## src/rtl/hilbert_channel_scheduler.sv

```systemverilog
// hilbert_channel_scheduler
//
// Shares one Hilbert-transformer datapath across NUM_CH sample channels.
// On each sample tick, all channel samples are latched. They are issued one
// at a time to the datapath with a one-cycle strobe. The scheduler waits for
// each result, with a bounded wait, and then publishes the whole frame with a
// single valid pulse.
//
// Ports:
//   clk_i        single clock
//   reset_i      synchronous active-high reset
//   tick_i       sample strobe, signal_i valid in the same cycle
//   signal_i     packed signed samples, channel 0 in the LSBs
//   clear_i      clears the sticky overrun/timeout flags
//   dp_tick_o    one-cycle strobe to the shared datapath
//   dp_chan_o    channel / history-bank select for the datapath
//   dp_signal_o  sample issued to the datapath
//   dp_signal_i  datapath result
//   dp_done_i    datapath result valid (only honoured while waiting)
//   signal_o     packed results of the last completed frame
//   valid_o      one-cycle pulse when signal_o updates
//   busy_o       high whenever a frame is in progress
//   overrun_o    sticky: tick_i arrived while busy
//   timeout_o    sticky: a channel ran out of wait cycles
module hilbert_channel_scheduler #(
    parameter int unsigned NUM_CH   = 4,
    parameter int unsigned WIDTH    = 24,
    parameter int unsigned MAX_WAIT = 1023
) (
    input  logic                       clk_i,
    input  logic                       reset_i,
    input  logic                       tick_i,
    input  logic [NUM_CH*WIDTH-1:0]    signal_i,
    input  logic                       clear_i,
    output logic                       dp_tick_o,
    output logic [$clog2(NUM_CH)-1:0]  dp_chan_o,
    output logic [WIDTH-1:0]           dp_signal_o,
    input  logic [WIDTH-1:0]           dp_signal_i,
    input  logic                       dp_done_i,
    output logic [NUM_CH*WIDTH-1:0]    signal_o,
    output logic                       valid_o,
    output logic                       busy_o,
    output logic                       overrun_o,
    output logic                       timeout_o
);

    localparam int unsigned CHW = $clog2(NUM_CH);
    // Counter only needs to reach MAX_WAIT-1.
    localparam int unsigned WW  = $clog2(MAX_WAIT);

    localparam logic [1:0] StIdle  = 2'd0;
    localparam logic [1:0] StIssue = 2'd1;
    localparam logic [1:0] StWait  = 2'd2;
    localparam logic [1:0] StDone  = 2'd3;

    logic [1:0]                         state_q, state_d;
    logic [CHW-1:0]                     ch_q, ch_d;
    logic [WW-1:0]                      wait_q, wait_d;
    logic [NUM_CH-1:0][WIDTH-1:0]       hold_q, hold_d;
    logic [NUM_CH-1:0][WIDTH-1:0]       result_q, result_d;
    logic [NUM_CH*WIDTH-1:0]            signal_q, signal_d;
    logic                               valid_q, valid_d;
    logic [CHW-1:0]                     dp_chan_q, dp_chan_d;
    logic [WIDTH-1:0]                   dp_signal_q, dp_signal_d;
    logic                               overrun_q, overrun_d;
    logic                               timeout_q, timeout_d;

    logic                               advance;
    logic                               timeout_set;
    logic                               overrun_set;
    logic [CHW-1:0]                     ch_inc;

    assign ch_inc      = ch_q + CHW'(1);
    assign overrun_set = tick_i && (state_q != StIdle);

    always_comb begin
        state_d     = state_q;
        ch_d        = ch_q;
        wait_d      = wait_q;
        hold_d      = hold_q;
        result_d    = result_q;
        signal_d    = signal_q;
        valid_d     = 1'b0;
        dp_chan_d   = dp_chan_q;
        dp_signal_d = dp_signal_q;
        advance     = 1'b0;
        timeout_set = 1'b0;

        case (state_q)
            StIdle: begin
                if (tick_i) begin
                    hold_d      = signal_i;
                    ch_d        = '0;
                    // Datapath outputs are registered, so load them on entry to ISSUE.
                    dp_chan_d   = '0;
                    dp_signal_d = signal_i[WIDTH-1:0];
                    state_d     = StIssue;
                end
            end
            StIssue: begin
                wait_d  = '0;
                state_d = StWait;
            end
            StWait: begin
                if (dp_done_i) begin
                    result_d[ch_q] = dp_signal_i;
                    advance        = 1'b1;
                end else if (wait_q == WW'(MAX_WAIT - 1)) begin
                    // The result lane keeps its stale value from the previous frame.
                    timeout_set = 1'b1;
                    advance     = 1'b1;
                end else begin
                    wait_d = wait_q + WW'(1);
                end

                if (advance) begin
                    if (ch_q == CHW'(NUM_CH - 1)) begin
                        state_d = StDone;
                    end else begin
                        ch_d        = ch_inc;
                        dp_chan_d   = ch_inc;
                        dp_signal_d = hold_q[ch_inc];
                        state_d     = StIssue;
                    end
                end
            end
            StDone: begin
                signal_d = result_q;
                valid_d  = 1'b1;
                state_d  = StIdle;
            end
            default: state_d = StIdle;
        endcase

        // A set wins over a clear that arrives in the same cycle.
        overrun_d = overrun_set | (overrun_q & ~clear_i);
        timeout_d = timeout_set | (timeout_q & ~clear_i);
    end

    always_ff @(posedge clk_i) begin
        if (reset_i) begin
            state_q     <= StIdle;
            ch_q        <= '0;
            wait_q      <= '0;
            hold_q      <= '0;
            result_q    <= '0;
            signal_q    <= '0;
            valid_q     <= 1'b0;
            dp_chan_q   <= '0;
            dp_signal_q <= '0;
            overrun_q   <= 1'b0;
            timeout_q   <= 1'b0;
        end else begin
            state_q     <= state_d;
            ch_q        <= ch_d;
            wait_q      <= wait_d;
            hold_q      <= hold_d;
            result_q    <= result_d;
            signal_q    <= signal_d;
            valid_q     <= valid_d;
            dp_chan_q   <= dp_chan_d;
            dp_signal_q <= dp_signal_d;
            overrun_q   <= overrun_d;
            timeout_q   <= timeout_d;
        end
    end

    assign dp_tick_o   = (state_q == StIssue);
    assign dp_chan_o   = dp_chan_q;
    assign dp_signal_o = dp_signal_q;
    assign signal_o    = signal_q;
    assign valid_o     = valid_q;
    assign busy_o      = (state_q != StIdle);
    assign overrun_o   = overrun_q;
    assign timeout_o   = timeout_q;

endmodule

```

## config.mk

```make
export PLATFORM = sky130hd
export DESIGN_NAME = hilbert_channel_scheduler
export DESIGN_NICKNAME = d
export VERILOG_FILES = /design/src/rtl/hilbert_channel_scheduler.sv
export SDC_FILE = /design/constraint.sdc
export NUM_CORES = 1
export LEC_CHECK = 0
export CORE_AREA = 2 2 111 220
export DETAILED_ROUTE_END_ITERATION = 6
export DIE_AREA = 0 0 113 222
export PLACE_DENSITY = 0.84
export SETUP_SLACK_MARGIN = 0.5
export SLEW_MARGIN = 20
export SYNTH_ARGS = -nofsm -noshare
export SYNTH_HDL_FRONTEND = slang
export SYNTH_SLANG_ARGS = --single-unit
```

## constraint.sdc

```tcl
create_clock -name clk_i -period 5.9 [get_ports clk_i]
set_clock_uncertainty 0.1 [all_clocks]
set_input_delay 1.18 -clock clk_i [delete_from_list [all_inputs] [get_ports clk_i]]
set_output_delay 1.18 -clock clk_i [all_outputs]
set_load 0.05 [all_outputs]
```

Word-level counts from Yosys, hierarchy flattened --
Cells that the tools add are included.
Word-level totals: word-level logic and storage cells 73, register bits 329, input port bits 125
Operators by class: magnitude comparators 3, bitwise gates (word level) 5, multiplexer cells 26, add/sub/neg operators 2, reduce and logical (&&, ||, !) cells 11, equality and inequality tests 10
Operator list (number):
- $mux 24 | 5
- $bwmux 96 | 1
- $bmux 24 s2 | 1
- $demux 24 s2 | 1
- $pmux 24 s2 | 1
- $mux 10 | 2
- $pmux 10 s2 | 1
- $mux 2 | 6
- $add 10x1->10 const B | 1
- $eq 10x10->1 const B | 1
- $ne 2x2->1 const B | 5
- $pmux 2 s4 | 1
- $eq 2x2->1 const B | 3
- $lt 2x3->1 const B | 2
- $mux 1 | 6
- $reduce_and 2->1 | 3
- $reduce_bool 2->1 | 3
- $pmux 2 s2 | 1
- $reduce_and 4->1 | 1
- $reduce_and 3->1 | 1
- $add 2x1->2 const B | 1
- $and 1x1->1 | 2
- $eq 2x1->1 const B | 1
- $ge 2x1->1 const B | 1
- other kinds (4) | 6

Longest topological paths before layout --
Gate-level depths: netlist of the first run.
depth after elaboration 6, gate-level depth with buffers 9, gate-level depth less buffers 6

Worst setup path after synthesis of the first run --
No wires, ideal clock.
path type reg-to-reg, start register, netlist name dp_chan_o[0], end register dp_signal_q[10], in the netlist dp_signal_o[10], arrival time 2.575 ns, path buffers 4, path slack 3.079 ns, library setup time 0.146 ns, cell stages (with the launch flop) 10, cell sequence dfxtp_1 -> buf_4 -> buf_4 -> inv_1 -> ha_1 -> buf_2 -> buf_1 -> mux4_2 -> mux2i_1 -> a211oi_2
RTL lines:
- end signal: assignment | RTL line 162 | dp_signal_q <= dp_signal_d;
- end: declaration | RTL line 64 | logic [WIDTH-1:0] dp_signal_q, dp_signal_d;

Worst setup path after layout of the first run --
start register state_q[1], end output port busy_o
On the way: cells in the longest elaborated chain, start to end 1
Ends and longest elaborated chain:
- start: declaration | RTL line 56 | logic [1:0] state_q, state_d;
- start signal: assignment | RTL line 142 | state_q <= StIdle;
- start signal: assignment | RTL line 154 | state_q <= state_d;
- $reduce_bool 2->1 | RTL line 173 | assign busy_o = (state_q != StIdle);
- end: declaration | RTL line 42 | output logic busy_o,
Every way passes these cells.

==> metrics.md, run 1 <==
| Metric | Value |
|---|---|
| DRT met1 WL | `11600 um` |
| Total leakage power | `5.49 nW` |
| CTS buffer count | `27` |
| Die Ht | `222 um` |
| Hold_ws | `0.351 ns` |
| Setup Slack @ Placement | `1.90 ns` |
| Yosys warning count | `0` |
| Unrepaired setup endpoints after global routing | `false` |
| Hold_buf cts | `0` |
| Routed Wire Length | `33400 um` |
| WL per Instance | `17.6 um` |
| DRC marker count from the first detailed-route iteration | `671` |
| Post-synthesis sequential area ratio | `0.513` |
| Synthesized net count | `1560` |
| Layout cells sized above 1 | `0.0667` |
| ANT nets after route | `0` |
| Max frequency | `274 MHz` |
| Violated checks | `DRC` |
| Total power of the final layout | `5.34 mW` |
| DRT Pass-1 Iters | `7` |
| CP dominant cell by count | `inv_1` |
| Synth unique cells | `50` |
| Cell area after synthesis | `0.0129 mm2` |
| Die area | `0.0251 mm2` |
| Num ports | `252` |
| Slowest Stage Delay on Critical Path | `0.83 ns` |
| Initial antenna violation count | `0` |
| Final Max Slew Viols | `0` |
| Synth Instances | `1424` |
| Gpl congestion | `0.814` |
| Area grow syn2layout | `26.2%` |
| Setup_tns | `0 ns` |
| CTS tree | `done` |
| Number of synthesized register bits | `329` |
| CP Launch Type | `register` |
| Critical path type | `register to primary output` |
| Reg clk slew, reported paths | `0.07 ns` |
| Port Buffers | `251` |
| Post-synth EDFFs | `0` |
| Wire length on met2 | `18100 um` |
| GRT Residual Overflow | `0` |
| Global-route wire length before repair | `53000 um` |
| Routed wl met3 | `2080 um` |
| Design area | `0.0162 mm2` |
| Ant diodes | `0` |
| CTS Root Buffer Type | `clkbuf_16` |
| Pwr/cell area | `329 mW/mm2` |
| Arr. time, crit path | `2.37 ns` |
| Average size of a mapped cell | `9.02 um2` |
| Worst-margin pin slew | `1.04 ns` |
| Post-CTS sizing | `0` |
| CP max-delay cell | `clkdlybuf4s50_1` |
| H-Tree Level Count | `1` |
| Layout Utilization | `0.695` |
| Vias in the first global route | `10390` |
| Final worst slack | `2.25 ns` |
| Post-Place Cells | `1856` |
| Fin. Hold Viols | `0` |
| Overall die width | `113 um` |
| Core ar. | `0.0233 mm2` |
| Post-DP Area | `0.0153 mm2` |
| Fillers | `1807` |
| Period utilization | `0.618` |
| Post-detail-place hpwl | `23000 um` |
| DR top layer | `met4` |
| Starting Density | `0.551` |
| Worst skew pair latency | `0.54 ns` |
| Top FF cell, synth | `dfxtp_1` |
| WP data required | `4.62 ns` |
| Row count | `79` |
| DRC errors left | `17` |
| Max_slew headroom | `0.303` |
| Via count | `10441` |
| Worst-path cell chain | `inv_1, ha_1, inv_1, clkdlybuf4s50_1` |
| Outcome | `finished, violations left` |
| Clk sinks | `329` |
| Largest net degree at the start of global routing | `143` |
| Crit. End Element | `primary output` |
| Maxcap violations | `0` |
| Min Tclk post-route | `3.65 ns` |
| Number of vias per cell | `5.49` |
| Worst Path Max Fanout | `6` |
| Non-filler instance count after layout | `1903` |
| VDD IR-drop max | `0.272 mV` |
| CTS Buffer Depth | `3` |
| Ys async rst share | `0` |
| Final setup fails | `0` |
| Nets | `1738` |
| Global Route Usage Sum | `0.261` |
| Setup Buffers After CTS | `0` |
| HP Class | `register to register` |
==> Yosys cell counts (all sizes together), types with 2 or more instances <==
master / n / area (um2)
nor3: 3 / 15.0
nor2: 102 / 383
buf: 60 / 342
mux2i: 122 / 1220
mux4: 24 / 541
ha: 11 / 138
nand2: 402 / 1510
a31oi: 7 / 43.8
and2: 5 / 31.3
a21oi: 220 / 1100
a22oi: 2 / 15.0
dfxtp: 329 / 6590
or3: 2 / 12.5
o21ai: 2 / 10.0
o211ai: 2 / 15.0
or4: 3 / 22.5
a211oi: 26 / 298
nand3: 4 / 25.0
nand3b: 2 / 15.0
a21o: 2 / 15.0
inv: 7 / 26.3
nand2b: 6 / 37.5
and4: 2 / 17.5
o31ai: 3 / 36.3
nand4: 2 / 18.8
clkbuf: 51 / 193
nor2b: 5 / 33.8
and3: 7 / 43.8
==> worst paths after layout <==
kind | slack, ns | startpoint | end | cells past startpoint
min reg2reg | 0.35 | hold_q[50] | hold_q[50] | 2
max reg2reg | 2.74 | state_q[0] | dp_signal_o[2] | 8
max | 2.25 | state_q[1] | busy_o | 4
min | 0.35 | hold_q[50] | hold_q[50] | 2
==> power breakdown <==
part           leakage (nW)  switching, mW  internal [mW]
logic                  2.38          0.645          0.385
clock network         0.442          0.803           1.08
registers              2.67         0.0740           2.35
total                  5.49           1.52           3.82
==> cell usage in the layout, fill, tap and decap left out, types with 7 or more instances in the layout <==
master	instances
a211oi_1	7
a211oi_2	18
a21oi_1	220
a31oi_1	7
and3_1	7
buf_4	8
clkbuf_1	7
clkbuf_16	27
clkdlybuf4s50_1	250
dfxtp_1	328
ha_1	8
inv_1	7
mux2i_1	122
mux4_2	24
nand2_1	401
nor2_1	102
==> registers in the layout (all words and copies together), names as in the netlist, 2 cells and up <==
register	cells
result_q	96
dp_signal_o	24
dp_chan_o	2
signal_o	96
state_q	2
hold_q	96
wait_q	10
==> worst max-delay path, delay by kind of cell, from the launching register on <==
kind | cells | cell delay (ns)
buf+inv | 3 | 1.11
flops | 1 | 0.44
fa+ha+maj | 1 | 0.27
==> layout make-up <==
class	instances	area [um2]	area share
Timing Repair Buffer	260	2600	0.160
Sequential cell	329	6590	0.406
Tap cell	283	354	0.0218
Clock inverter	8	153	0.00941
Inverter	7	26.3	0.00162
Clock buffer	39	771	0.0475
Multi-Input combinational cell	977	5730	0.353
==> logic make-up after synthesis <==
kind of cell    share of synthesized area
buf+inv                            0.0436
fa+ha+maj                          0.0107
compound gates                      0.125
flops                               0.513
mux                                 0.138
simple gates                        0.170
==> routing by layer <==
metal / vias up / track usage
li1: 5116 / -
met3: 71 / 0.0454
met4: 0 / 0.125
met2: 323 / 0.489
met5: - / 0
met1: 4931 / 0.277
Note: power is estimated with default switching activity, not from simulation.
==> run 2, diff against run 1 <==
Settings changed: CORE_AREA 2 2 111 220 to 2 2 115 228, DIE_AREA 0 0 113 222 to 0 0 117 230, PLACE_DENSITY 0.84 to 0.79.
Clock period 5.9 ns to 3.7 ns, I/O delays scaled along.
==> run 2 against run 1 <==
The run now ends clean; register-to-register slack got worse by 1.6 ns; sequential share of layout area down 0.59 points; worst setup slack worse by 1.5 ns; core utilization down 4.1 points; sequential cell count did not move; die area increased by 7.3%; count of clock-buffer cells in the layout unchanged; non-clock buffer count increased by 12; global-route usage down 1.5 points; total power up 61%; critical path depth fell by 3; largest cell class unchanged.
==> metrics.md, run 2 (synthesis gave the netlist of run 1 again) <==
| Metric | Value |
|---|---|
| H-Tree Level Count | `1 (unchanged)` |
| Wire length on met2 | `18000 um (-0.83%)` |
| Area grow syn2layout | `28.0%` |
| Vias in the first global route | `10177 (-2.1%)` |
| Max frequency | `336 MHz` |
| Row count | `82 (+3.8%)` |
| Sw Share | `0.288 (+0.00310)` |
| VDD IR-drop max | `0.454 mV (+67%)` |
| Layout cells sized above 1 | `0.0757 (+0.00908)` |
| Worst skew pair latency | `0.56 ns (+0.02 ns)` |
| Cell internal pwr | `6.12 mW (+60%)` |
| Psw | `2.48 mW (+63%)` |
| CP bufs+invs | `1 (-2)` |
| ANT nets after route | `0 (unchanged)` |
| Routed Wire Length | `33700 um (+0.90%)` |
| Register Area | `0.00659 mm2 (unchanged)` |
| Via count | `10581 (+1.3%)` |
| Crit. End Element | `primary output` |
| Final Max Slew Viols | `0 (unchanged)` |
| DRT Pass-1 Iters | `5 (-2)` |
| Share of power burned in registers | `0.452 (-0.002)` |
| DRC marker count from the first detailed-route iteration | `593 (-12%)` |
| Most frequent cells in the layout | `nand2_1, dfxtp_1, clkdlybuf4s50_1, a21oi_1, mux2i_1` |
| Min Tclk post-route | `2.97 ns` |
| Final setup fails | `0 (unchanged)` |
| Layout Utilization | `0.655 (-0.0406)` |
| Ant diodes | `0 (unchanged)` |
| Nets | `1751 (+0.75%)` |
| Die area | `0.0269 mm2 (+7.3%)` |
| Number of vias per cell | `5.36 (-2.3%)` |
| Setup Buffers After CTS | `0 (unchanged)` |
| Critical path type | `register to primary output` |
| CTS Root Buffer Type | `clkbuf_16` |
| DRC errors left | `0 (-17)` |
| Num ports | `252 (unchanged)` |
| Clk sinks | `329 (unchanged)` |
| WL per Instance | `17.1 um (-2.7%)` |
| Max_slew headroom | `0.374 (+0.0712)` |
| Maxcap violations | `0 (unchanged)` |
| Core ar. | `0.0251 mm2 (+7.8%)` |
| CP Launch Type | `register` |
| Port Buffers | `251 (unchanged)` |
| Global-route wire length before repair | `52300 um (-1.3%)` |
| WP data required | `2.86 ns (-1.76 ns)` |
| Period utilization | `0.804` |
| Fin. Hold Viols | `0 (unchanged)` |
| Worst-margin pin slew | `0.938 ns (-0.104 ns)` |
| Top delay family on crit path | `buffers and inverters` |
| Setup Slack @ Placement | `0.865 ns (-1.04 ns)` |
| Total leakage power | `5.60 nW (+1.9%)` |
| Starting Density | `0.511 (-0.0397)` |
| Arr. time, crit path | `2.13 ns (-0.24 ns)` |
| Die Ht | `230 um (+3.6%)` |
| DR top layer | `met4` |
| Pwr/cell area | `523 mW/mm2 (+59%)` |
| Overall die width | `117 um (+3.5%)` |
| Slowest Stage Delay on Critical Path | `0.93 ns (+0.10 ns)` |
| CTS buffer count | `28 (+3.7%)` |
| Worst Path Max Fanout | `16 (+10)` |
| HP Class | `register to register` |
| Fillers | `2044 (+13%)` |
| DRT met1 WL | `12000 um (+3.6%)` |
| Reg clk slew, reported paths | `0.07 ns (about the same)` |
| Routed wl met3 | `1760 um (-15%)` |
| Gpl congestion | `0.824 (+1.2%)` |
| Combinational fraction of design power | `0.193 (about the same)` |
| Most common cell after layout, fill and taps aside | `nand2_1` |
| Multi-input logic area | `0.00572 mm2 (about the same)` |
| GRT Residual Overflow | `0 (unchanged)` |
| Final worst slack | `0.726 ns (-1.53 ns)` |
| CTS tree | `done` |
| Worst-path cell chain | `clkdlybuf4s50_1` |
| Hold_ws | `0.352 ns (+0.000841 ns)` |
| Setup_tns | `0 ns (unchanged)` |
| CP max-delay cell | `clkdlybuf4s50_1` |
| CTS Buffer Depth | `3 (unchanged)` |
| Clock power frac | `0.355 (+0.002)` |
| Post-detail-place hpwl | `23400 um (+1.6%)` |
| Initial antenna violation count | `0 (unchanged)` |
| Outcome | `completed` |
| Unrepaired setup endpoints after global routing | `false` |
| Global Route Usage Sum | `0.247 (-0.0145)` |
| Largest net degree at the start of global routing | `147 (+2.8%)` |
-- run 2: cell count changes in the layout (fill, tap and decap cells not counted), sizes merged --
cell,change
buf,+12
clkinv,+5
bufinv,-1
dlygate4sd2,+1
inv,+1
clkdlybuf4s50,-1
-- run 2: cell type report --
class | count | share of cell area
Multi-Input combinational cell | 977 | 0.348
Timing Repair Buffer | 272 | 0.166
Clock inverter | 13 | 0.00951
Inverter | 7 | 0.00160
Sequential cell | 329 | 0.400
Clock buffer | 39 | 0.0488
Tap cell | 336 | 0.0256
-- run 2: final timing paths --
path                      from             end  slack (ns)  cells past startpoint
setup / recovery  dp_chan_o[0]    dp_chan_o[0]        0.73                      1
hold / removal      hold_q[79]      hold_q[79]        0.35                      2
setup reg to reg    state_q[0]  dp_signal_o[2]        1.17                      7
hold reg to reg     hold_q[79]      hold_q[79]        0.35                      2
-- run 2: power groups by stage --
stage          Sequential [mW]  Clock, mW  Combinational (mW)
6_report                  3.89       3.05                1.66
5_1_grt                   3.91       3.24                1.78
4_1_cts                   3.89       3.11                1.67
3_5_place_dp              3.97          0                1.66
3_3_place_gp              3.96          0                1.63
2_1_floorplan             4.19          0               0.887
-- run 2: routing by layer --
metal	vias to the layer above	global-route usage
met5	-	0
met3	98	0.0406
met1	4986	0.260
met4	0	0.139
li1	5152	-
met2	345	0.450
-- run 2: stage by stage --
step / instances / total power, mW / instance area [um2]
after floorplan: 1424 / 5.07 / 12900
after global placement: 1921 / 5.59 / 15500
after detailed placement: 1921 / 5.62 / 15500
after CTS: 1973 / 8.67 / 16500
after global routing: 1973 / 8.93 / 16500
final: 1973 / 8.60 / 16500
-- run 2: timing repair --
item,CTS,global route
gates resized for setup,1,0
setup endpoints to repair,1,0
hold buffers,0,0
